<file path="src/rtl/pipeline_pkg.sv">
// pipeline_pkg
// Shared definitions for the fetch stage:
//   - fetch_state_e : the two states of the delayed-branch sequencer
//   - NOP_BIT       : fill bit for the no-op instruction word, which is all zeros.
//                     It is replicated to the instruction width at the point of use.
package pipeline_pkg;

  // SEQ   : ordinary sequential fetch.
  // DSLOT : the next instruction to be latched is a branch delay slot.
  typedef enum logic [0:0] {
    SEQ   = 1'b0,
    DSLOT = 1'b1
  } fetch_state_e;

  // A bubble in IF/ID carries an all-zero instruction word.
  localparam logic NOP_BIT = 1'b0;

endpackage

</file>
<file path="src/rtl/ifid_reg.sv">
// ifid_reg
// IF/ID pipeline register.
// Priority: reset > clear > hold > load.
//
// Ports:
//   clk           : clock, rising edge
//   reset         : synchronous active-high reset; empties the register
//   hold          : keep the current contents
//   clear         : replace the contents with a NOP bubble; this beats hold
//   load          : capture a live instruction
//   instr_in      : instruction word to capture
//   pc_in         : fetch address of instr_in
//   delay_slot_in : instr_in occupies a branch delay slot
//   instr         : latched instruction
//   pc            : latched fetch address
//   valid         : the latched entry is live (1) or a bubble (0)
//   delay_slot    : the latched entry is a delay slot instruction
module ifid_reg
  import pipeline_pkg::*;
#(
  parameter int ADDR_W = 9,
  parameter int DATA_W = 32
) (
  input  logic              clk,
  input  logic              reset,
  input  logic              hold,
  input  logic              clear,
  input  logic              load,
  input  logic [DATA_W-1:0] instr_in,
  input  logic [ADDR_W-1:0] pc_in,
  input  logic              delay_slot_in,
  output logic [DATA_W-1:0] instr,
  output logic [ADDR_W-1:0] pc,
  output logic              valid,
  output logic              delay_slot
);

  // Reset and clear both leave a bubble.
  // A bubble never carries a stale delay-slot flag.
  always_ff @(posedge clk) begin
    if (reset || clear) begin
      instr      <= {DATA_W{NOP_BIT}};
      pc         <= '0;
      valid      <= 1'b0;
      delay_slot <= 1'b0;
    end else if (!hold && load) begin
      instr      <= instr_in;
      pc         <= pc_in;
      valid      <= 1'b1;
      delay_slot <= delay_slot_in;
    end
  end

endmodule

</file>
<file path="src/rtl/fetch_pc_unit.sv">
// fetch_pc_unit
// Instruction fetch stage: PC/nPC sequencing, branch redirection and the IF/ID register.
//
// Parameters:
//   ADDR_W     : instruction address width
//   DATA_W     : instruction width
//   STEP       : sequential PC increment
//   RESET_PC   : PC value loaded at reset
//   DELAY_SLOT : 1 = delayed branch; 0 = immediate redirect that squashes the wrong-path fetch
//
// Ports:
//   Clk            : clock, rising edge
//   Reset          : synchronous active-high reset
//   Stall          : hold PC, nPC, the FSM and IF/ID
//   S              : take the branch or jump to TA
//   TA             : target address, used exactly as given
//   Flush          : clear IF/ID to a bubble; takes effect even while stalled
//   IMemData       : instruction from the asynchronous ROM at IMemAddr
//   IMemAddr       : ROM address, which is the current PC
//   PC, nPC        : current and next fetch address
//   IFID_Instr     : latched instruction
//   IFID_PC        : fetch address of the latched instruction
//   IFID_Valid     : the latched instruction is live
//   IFID_DelaySlot : the latched instruction is a delay slot
module fetch_pc_unit
  import pipeline_pkg::*;
#(
  parameter int ADDR_W     = 9,
  parameter int DATA_W     = 32,
  parameter int STEP       = 4,
  parameter int RESET_PC   = 0,
  parameter int DELAY_SLOT = 1
) (
  input  logic              Clk,
  input  logic              Reset,
  input  logic              Stall,
  input  logic              S,
  input  logic [ADDR_W-1:0] TA,
  input  logic              Flush,
  input  logic [DATA_W-1:0] IMemData,
  output logic [ADDR_W-1:0] IMemAddr,
  output logic [ADDR_W-1:0] PC,
  output logic [ADDR_W-1:0] nPC,
  output logic [DATA_W-1:0] IFID_Instr,
  output logic [ADDR_W-1:0] IFID_PC,
  output logic              IFID_Valid,
  output logic              IFID_DelaySlot
);

  localparam logic [ADDR_W-1:0] STEP_A  = ADDR_W'(STEP);
  localparam logic [ADDR_W-1:0] RESET_A = ADDR_W'(RESET_PC);

  logic [ADDR_W-1:0] pc_q;
  logic [ADDR_W-1:0] npc_q;
  fetch_state_e      state_q;

  logic squash;
  logic ifid_clear;
  logic in_dslot;

  // Without delay slots, a taken branch turns the instruction fetched
  // this cycle into wrong-path work, so it enters IF/ID as a bubble.
  assign squash     = (DELAY_SLOT == 0) && S && !Stall;
  assign ifid_clear = Flush || squash;
  assign in_dslot   = (DELAY_SLOT != 0) && (state_q == DSLOT);

  // PC/nPC sequencing and the delayed-branch FSM.
  // With delay slots, a taken branch still fetches from nPC (the slot) and
  // queues TA behind it. A branch that sits in a delay slot keeps the FSM in
  // DSLOT, so the following instruction is also marked as a slot.
  // Address sums keep only ADDR_W bits, so the top of the space wraps to 0.
  always_ff @(posedge Clk) begin
    if (Reset) begin
      pc_q    <= RESET_A;
      npc_q   <= RESET_A + STEP_A;
      state_q <= SEQ;
    end else if (!Stall) begin
      if (S && (DELAY_SLOT != 0)) begin
        pc_q    <= npc_q;
        npc_q   <= TA;
        state_q <= DSLOT;
      end else if (S) begin
        pc_q    <= TA;
        npc_q   <= TA + STEP_A;
        state_q <= SEQ;
      end else begin
        pc_q    <= npc_q;
        npc_q   <= npc_q + STEP_A;
        state_q <= SEQ;
      end
    end
  end

  ifid_reg #(
    .ADDR_W(ADDR_W),
    .DATA_W(DATA_W)
  ) u_ifid (
    .clk          (Clk),
    .reset        (Reset),
    .hold         (Stall),
    .clear        (ifid_clear),
    .load         (!Stall),
    .instr_in     (IMemData),
    .pc_in        (pc_q),
    .delay_slot_in(in_dslot),
    .instr        (IFID_Instr),
    .pc           (IFID_PC),
    .valid        (IFID_Valid),
    .delay_slot   (IFID_DelaySlot)
  );

  assign PC       = pc_q;
  assign nPC      = npc_q;
  assign IMemAddr = pc_q;

endmodule
</file>
<file path="config.mk">
export PLATFORM = sky130hd
export DESIGN_NAME = fetch_pc_unit
export DESIGN_NICKNAME = d
export VERILOG_FILES = /design/src/rtl/pipeline_pkg.sv /design/src/rtl/ifid_reg.sv /design/src/rtl/fetch_pc_unit.sv
export SDC_FILE = /design/constraint.sdc
export NUM_CORES = 1
export LEC_CHECK = 0
export BUFFER_PORTS_ARGS = -buffer_cell sky130_fd_sc_hd__buf_2
export CAP_MARGIN = 25
export CORE_MARGIN = 2
export CORE_UTILIZATION = 46
export CTS_BUF_LIST = sky130_fd_sc_hd__clkbuf_4 sky130_fd_sc_hd__clkbuf_8 sky130_fd_sc_hd__clkbuf_16
export DETAILED_ROUTE_END_ITERATION = 8
export GPL_TIMING_DRIVEN = 0
export MAX_ROUTING_LAYER = met4
export PLACE_DENSITY = 0.79
export SLEW_MARGIN = 20
export SYNTH_ARGS = -nofsm -noshare
export SYNTH_HDL_FRONTEND = slang
export SYNTH_HIERARCHICAL = 1
export SYNTH_SLANG_ARGS = --single-unit
export TNS_END_PERCENT = 30
</file>
<file path="constraint.sdc">
create_clock -name Clk -period 1.7 [get_ports Clk]
set_input_delay 0.34 -clock Clk [delete_from_list [all_inputs] [get_ports Clk]]
set_output_delay 0.34 -clock Clk [all_outputs]
set_load 0.01 [all_outputs]
</file>
After elaboration in Yosys (flattened, before gate mapping)
Index checks and enable logic that the tools add are counted. W data, S select, Z words.

Input bits: 46. Register bits: 62. Output and inout port bits: 70. Logic and storage cells: 11.

Reduce and logical (&&, ||, !) cells: 1. Muxes and demuxes: 2. Add/subtract/negate cells: 1.

Operators with widths (number): $add A9 B3 Y9 const B (1); $mux W9 (1); $logic_or A1 B1 Y1 (1); $mux W1 (1).

Longest topological paths before layout
Depth in word-level cells: 2. Mapped depth: 7. Mapped depth without buffers: 4.

By module
Netlist, hierarchy kept.

By module, submodules not included: ifid_reg (seq. area each 860.8 µm², area each 1505.2 µm², cells an instance 189, instances 1); fetch_pc_unit (seq. area each 380.4 µm², area each 943.4 µm², cells an instance 104, instances 1).

Worst setup path before layout
No wires, ideal clock.

Path kind: register to register. Start point: register npc_q[2] (netlist: nPC[2]). End point: register npc_q[8] (netlist: nPC[8]). Slack: 315 ps. Data required time: 1623 ps. Library setup time: 77 ps. Cell stages (with the launch flop): 5. Path buffers: 0. Arrival: 1308 ps. Clock period less this slack: 1385 ps. Path through: dfxtp_1 ha_1 and3_1 a311o_1 a41oi_2.

Longest elaborated chain between the ends: 2.

RTL lines: start: declaration (line fetch_pc_unit.sv:54) `logic [ADDR_W-1:0] npc_q;`; start signal: assignment (line fetch_pc_unit.sv:75) `npc_q <= RESET_A + STEP_A;`; start signal: assignment (line fetch_pc_unit.sv:84) `npc_q <= TA + STEP_A;`; start signal: assignment (line fetch_pc_unit.sv:88) `npc_q <= npc_q + STEP_A;`; $add A9 B3 Y9 (line fetch_pc_unit.sv:88); $mux W9 (line fetch_pc_unit.sv:78) `if (S && (DELAY_SLOT != 0)) begin`.

No other way between the ends. A chain may end at the register's enable or synchronous reset.

Final worst setup path
Ends and elaborated chain as after synthesis.

==> run metrics <==
DRC errors left 0; cell count after synthesis 293; Avg Inst Size Synth 8.357 µm²; worst slew pin tran 0.4146 ns; CP Data Required Time about 2 ns; Net count, final 465; initial antenna violation count 0; gr usage total 0.2083; Worst setup startpoint nPC[2]; post-cts sizing count 0; Clock Tree Buf Depth 2; # hold bufs at CTS 0; fin area roughly 3300 µm²; R2R Path End nPC[8]; launch point of the worst reg-to-reg path nPC[2]; via count 2,362; # Post-CTS Setup Buffers 0; Startpoint Class flip-flop; overall power 0.003181 W; Worst EP arrival 1.71 ns; DRT Pass-1 Iters 4; asr flop ratio synth 0; Mapped Nets between 300 and 400; detailed placement HPWL about 4300 µm; Area contributors post-synth dfxtp_1, nand2_1, a21oi_1; kind of end point of the critical path flip-flop; Syn-to-layout area delta 35.36%; synth cell count leaders nand2_1, dfxtp_1, a21oi_1; Final setup viols 0; Fin Setup TNS 0 ns; Mapped Area 2449 µm²; Initial Util 0.4794; final worst-path cycle share 0.8611; Avg WL per Cell 12.10 µm; IO Port Bufs 114; worst-skew pair later-pin latency 0.33 ns; H-tree Lvls 3; Num CTS Buffers 9; Fin. Hold Viols 0; Final ANT Viol Nets 0; crit-path cells ha_1, and3_1, a311o_1, a41oi_2; Synth Flop Type dfxtp_1; Total Wirelength 5951 µm; Die W 76.96 µm; Setup Crit Path Kind flip-flop to flip-flop; Hold Crit Class input pin to flip-flop; r2r setup slk 0.24 ns; status complete, no violations; first-pass GRT wire length just under 10,000 µm; Worst IR Drop VDD between 700 and 800 µV; Cell Area, Placed 3107 µm²; Leak Pwr 1.572 nW; via density per instance 4.801; Final Wtd Congestion 0.8450; Synth warnings 6; cell with the most instances after synthesis nand2_1; clk_skew 0.006785 ns; max incr delay on CP 0.39 ns; RSZ-0062 raised after global routing false; cell count after placement ~480; Slew Limit Fails 0; largest net degree at the start of global routing 11; sequential fraction of the synthesis area 0.5069; Max Clock Freq 0.6831 GHz; vias in the first global route roughly 2,100; total gr overflow 0; clock sinks slightly above 60; CTS tree done; Die Ht 76.96 µm; Distinct cells, synth 35; CTS clk-pin slew, worst paths around 0.060 ns; Reg2Reg Depth 4; cell depth of the worst setup path 4; Antenna diodes 0; worst slew margin relative to its limit 0.7236; Slowest cell on crit path dfxtp_1; fraction of layout cells with a size suffix above 1 0.3863; PD cells around 960 nW/µm²; crit path time final 1.464 ns; CTS root buffer clkbuf_8; Yosys top cell area share 0.5069; fin cells a little under 500; Post-synth EDFFs 0; filler cell count between 400 and 500; die area 5923 µm²; maxcap violations 0; Core Area 5107 µm²; post-synth top area cell dfxtp_1; number of synthesized register bits 62; crit path max fanout 7; Top-Level Pins 116; First DRT Iteration DRCs 61; hold slack 0.2444 ns; Buffers & Inverters on Critical Path 0; num rows 26; CP top delay family compound AO/OA/AOI/OAI gates; Worst Setup EP nPC[8]
==> worst reg2reg max path, stage by stage, from the launching register on <==
cell and delay [ns]:
dfxtp_1 0.39, ha_1 0.29, and3_1 0.21, a311o_1 0.35, a41oi_2 0.16
==> cells in the final DEF (no fill, tap or decap), types with 2 or more instances in the layout <==
master    Yosys  layout
o21bai_1      2       2
a21oi_1      46      46
dfxtp_1      62      62
o21ai_1       4       4
clkbuf_8      0      12
nor2_1       17      17
inv_1         2       2
buf_4        19      19
nor3b_1       2       2
buf_2        10     124
nand2_1      91      91
a31oi_1       2       2
mux2i_1      11      11
nand4_1       2       2
nor2b_1       2       2
==> final cells by class <==
| cell class | count | area, µm² | area share |
|---|---|---|---|
| flip-flops and latches | 62 | 1241 | 0.3745 |
| clock buffers | 12 | 165.2 | 0.04983 |
| well taps | 70 | 87.58 | 0.02643 |
| inverters | 3 | 11.26 | 0.003398 |
| plain buffers | 30 | 196.4 | 0.05927 |
| repair buffers | 114 | 570.5 | 0.1721 |
| multi-input cells | 198 | 999.7 | 0.3016 |
| clock inverters | 3 | 42.54 | 0.01284 |
==> power breakdown <==
part,leakage [nW],total [W],internal (W),switching [W]
registers,0.504,0.00154,0.00149,0.0000412
clock network,0.104,0.00132,0.000786,0.000534
logic,0.964,0.000326,0.000151,0.000174
total,1.57,0.00318,0.00243,0.000750
==> stage by stage <==
step,setup slack (ns),util
detailed placement,0.1431,0.6083
floorplan,0.3153,-
global placement,0.1587,0.6083
finish,0.2361,0.6489
global route,0.1754,0.6489
CTS,0.2524,0.6489
==> worst min-delay path by stage <==
stage / from / endpoint / slack (ns) / depth (start not counted)
floorplan: in_dslot / u_ifid/delay_slot / 0.43 / 2
finish: IMemData[29] / u_ifid/instr[29] / 0.24 / 3
global route: IMemData[14] / u_ifid/instr[14] / 0.24 / 3
CTS: IMemData[29] / u_ifid/instr[29] / 0.23 / 3
global placement: u_ifid/pc[3] / u_ifid/pc[3] / 0.44 / 2
detailed placement: u_ifid/pc[5] / u_ifid/pc[5] / 0.44 / 2
==> cells by family (layout without fill, tap and decap cells) <==
logic type,count (synthesis),count (layout),share of synthesized area
simple gates,123,123,0.2059
flops,62,62,0.5069
compound gates,62,62,0.1477
fa+ha+maj,1,1,0.005109
mux,12,12,0.04957
buf+inv,33,162,0.08482
==> state kept, by name (all words and copies together) (netlist names) <==
name / cells
u_ifid/instr: 32
u_ifid/valid: 1
u_ifid/pc: 9
u_ifid/delay_slot: 1
in_dslot: 1
nPC: 9
IMemAddr: 9
==> layer usage <==
metal / global-route usage / share of wire
met5: - / 0
met4: 0.08727 / 0.015
met3: 0.04235 / 0.070
met2: 0.3149 / 0.44
met1: 0.2725 / 0.47
Power figures use the tool's default switching activity.
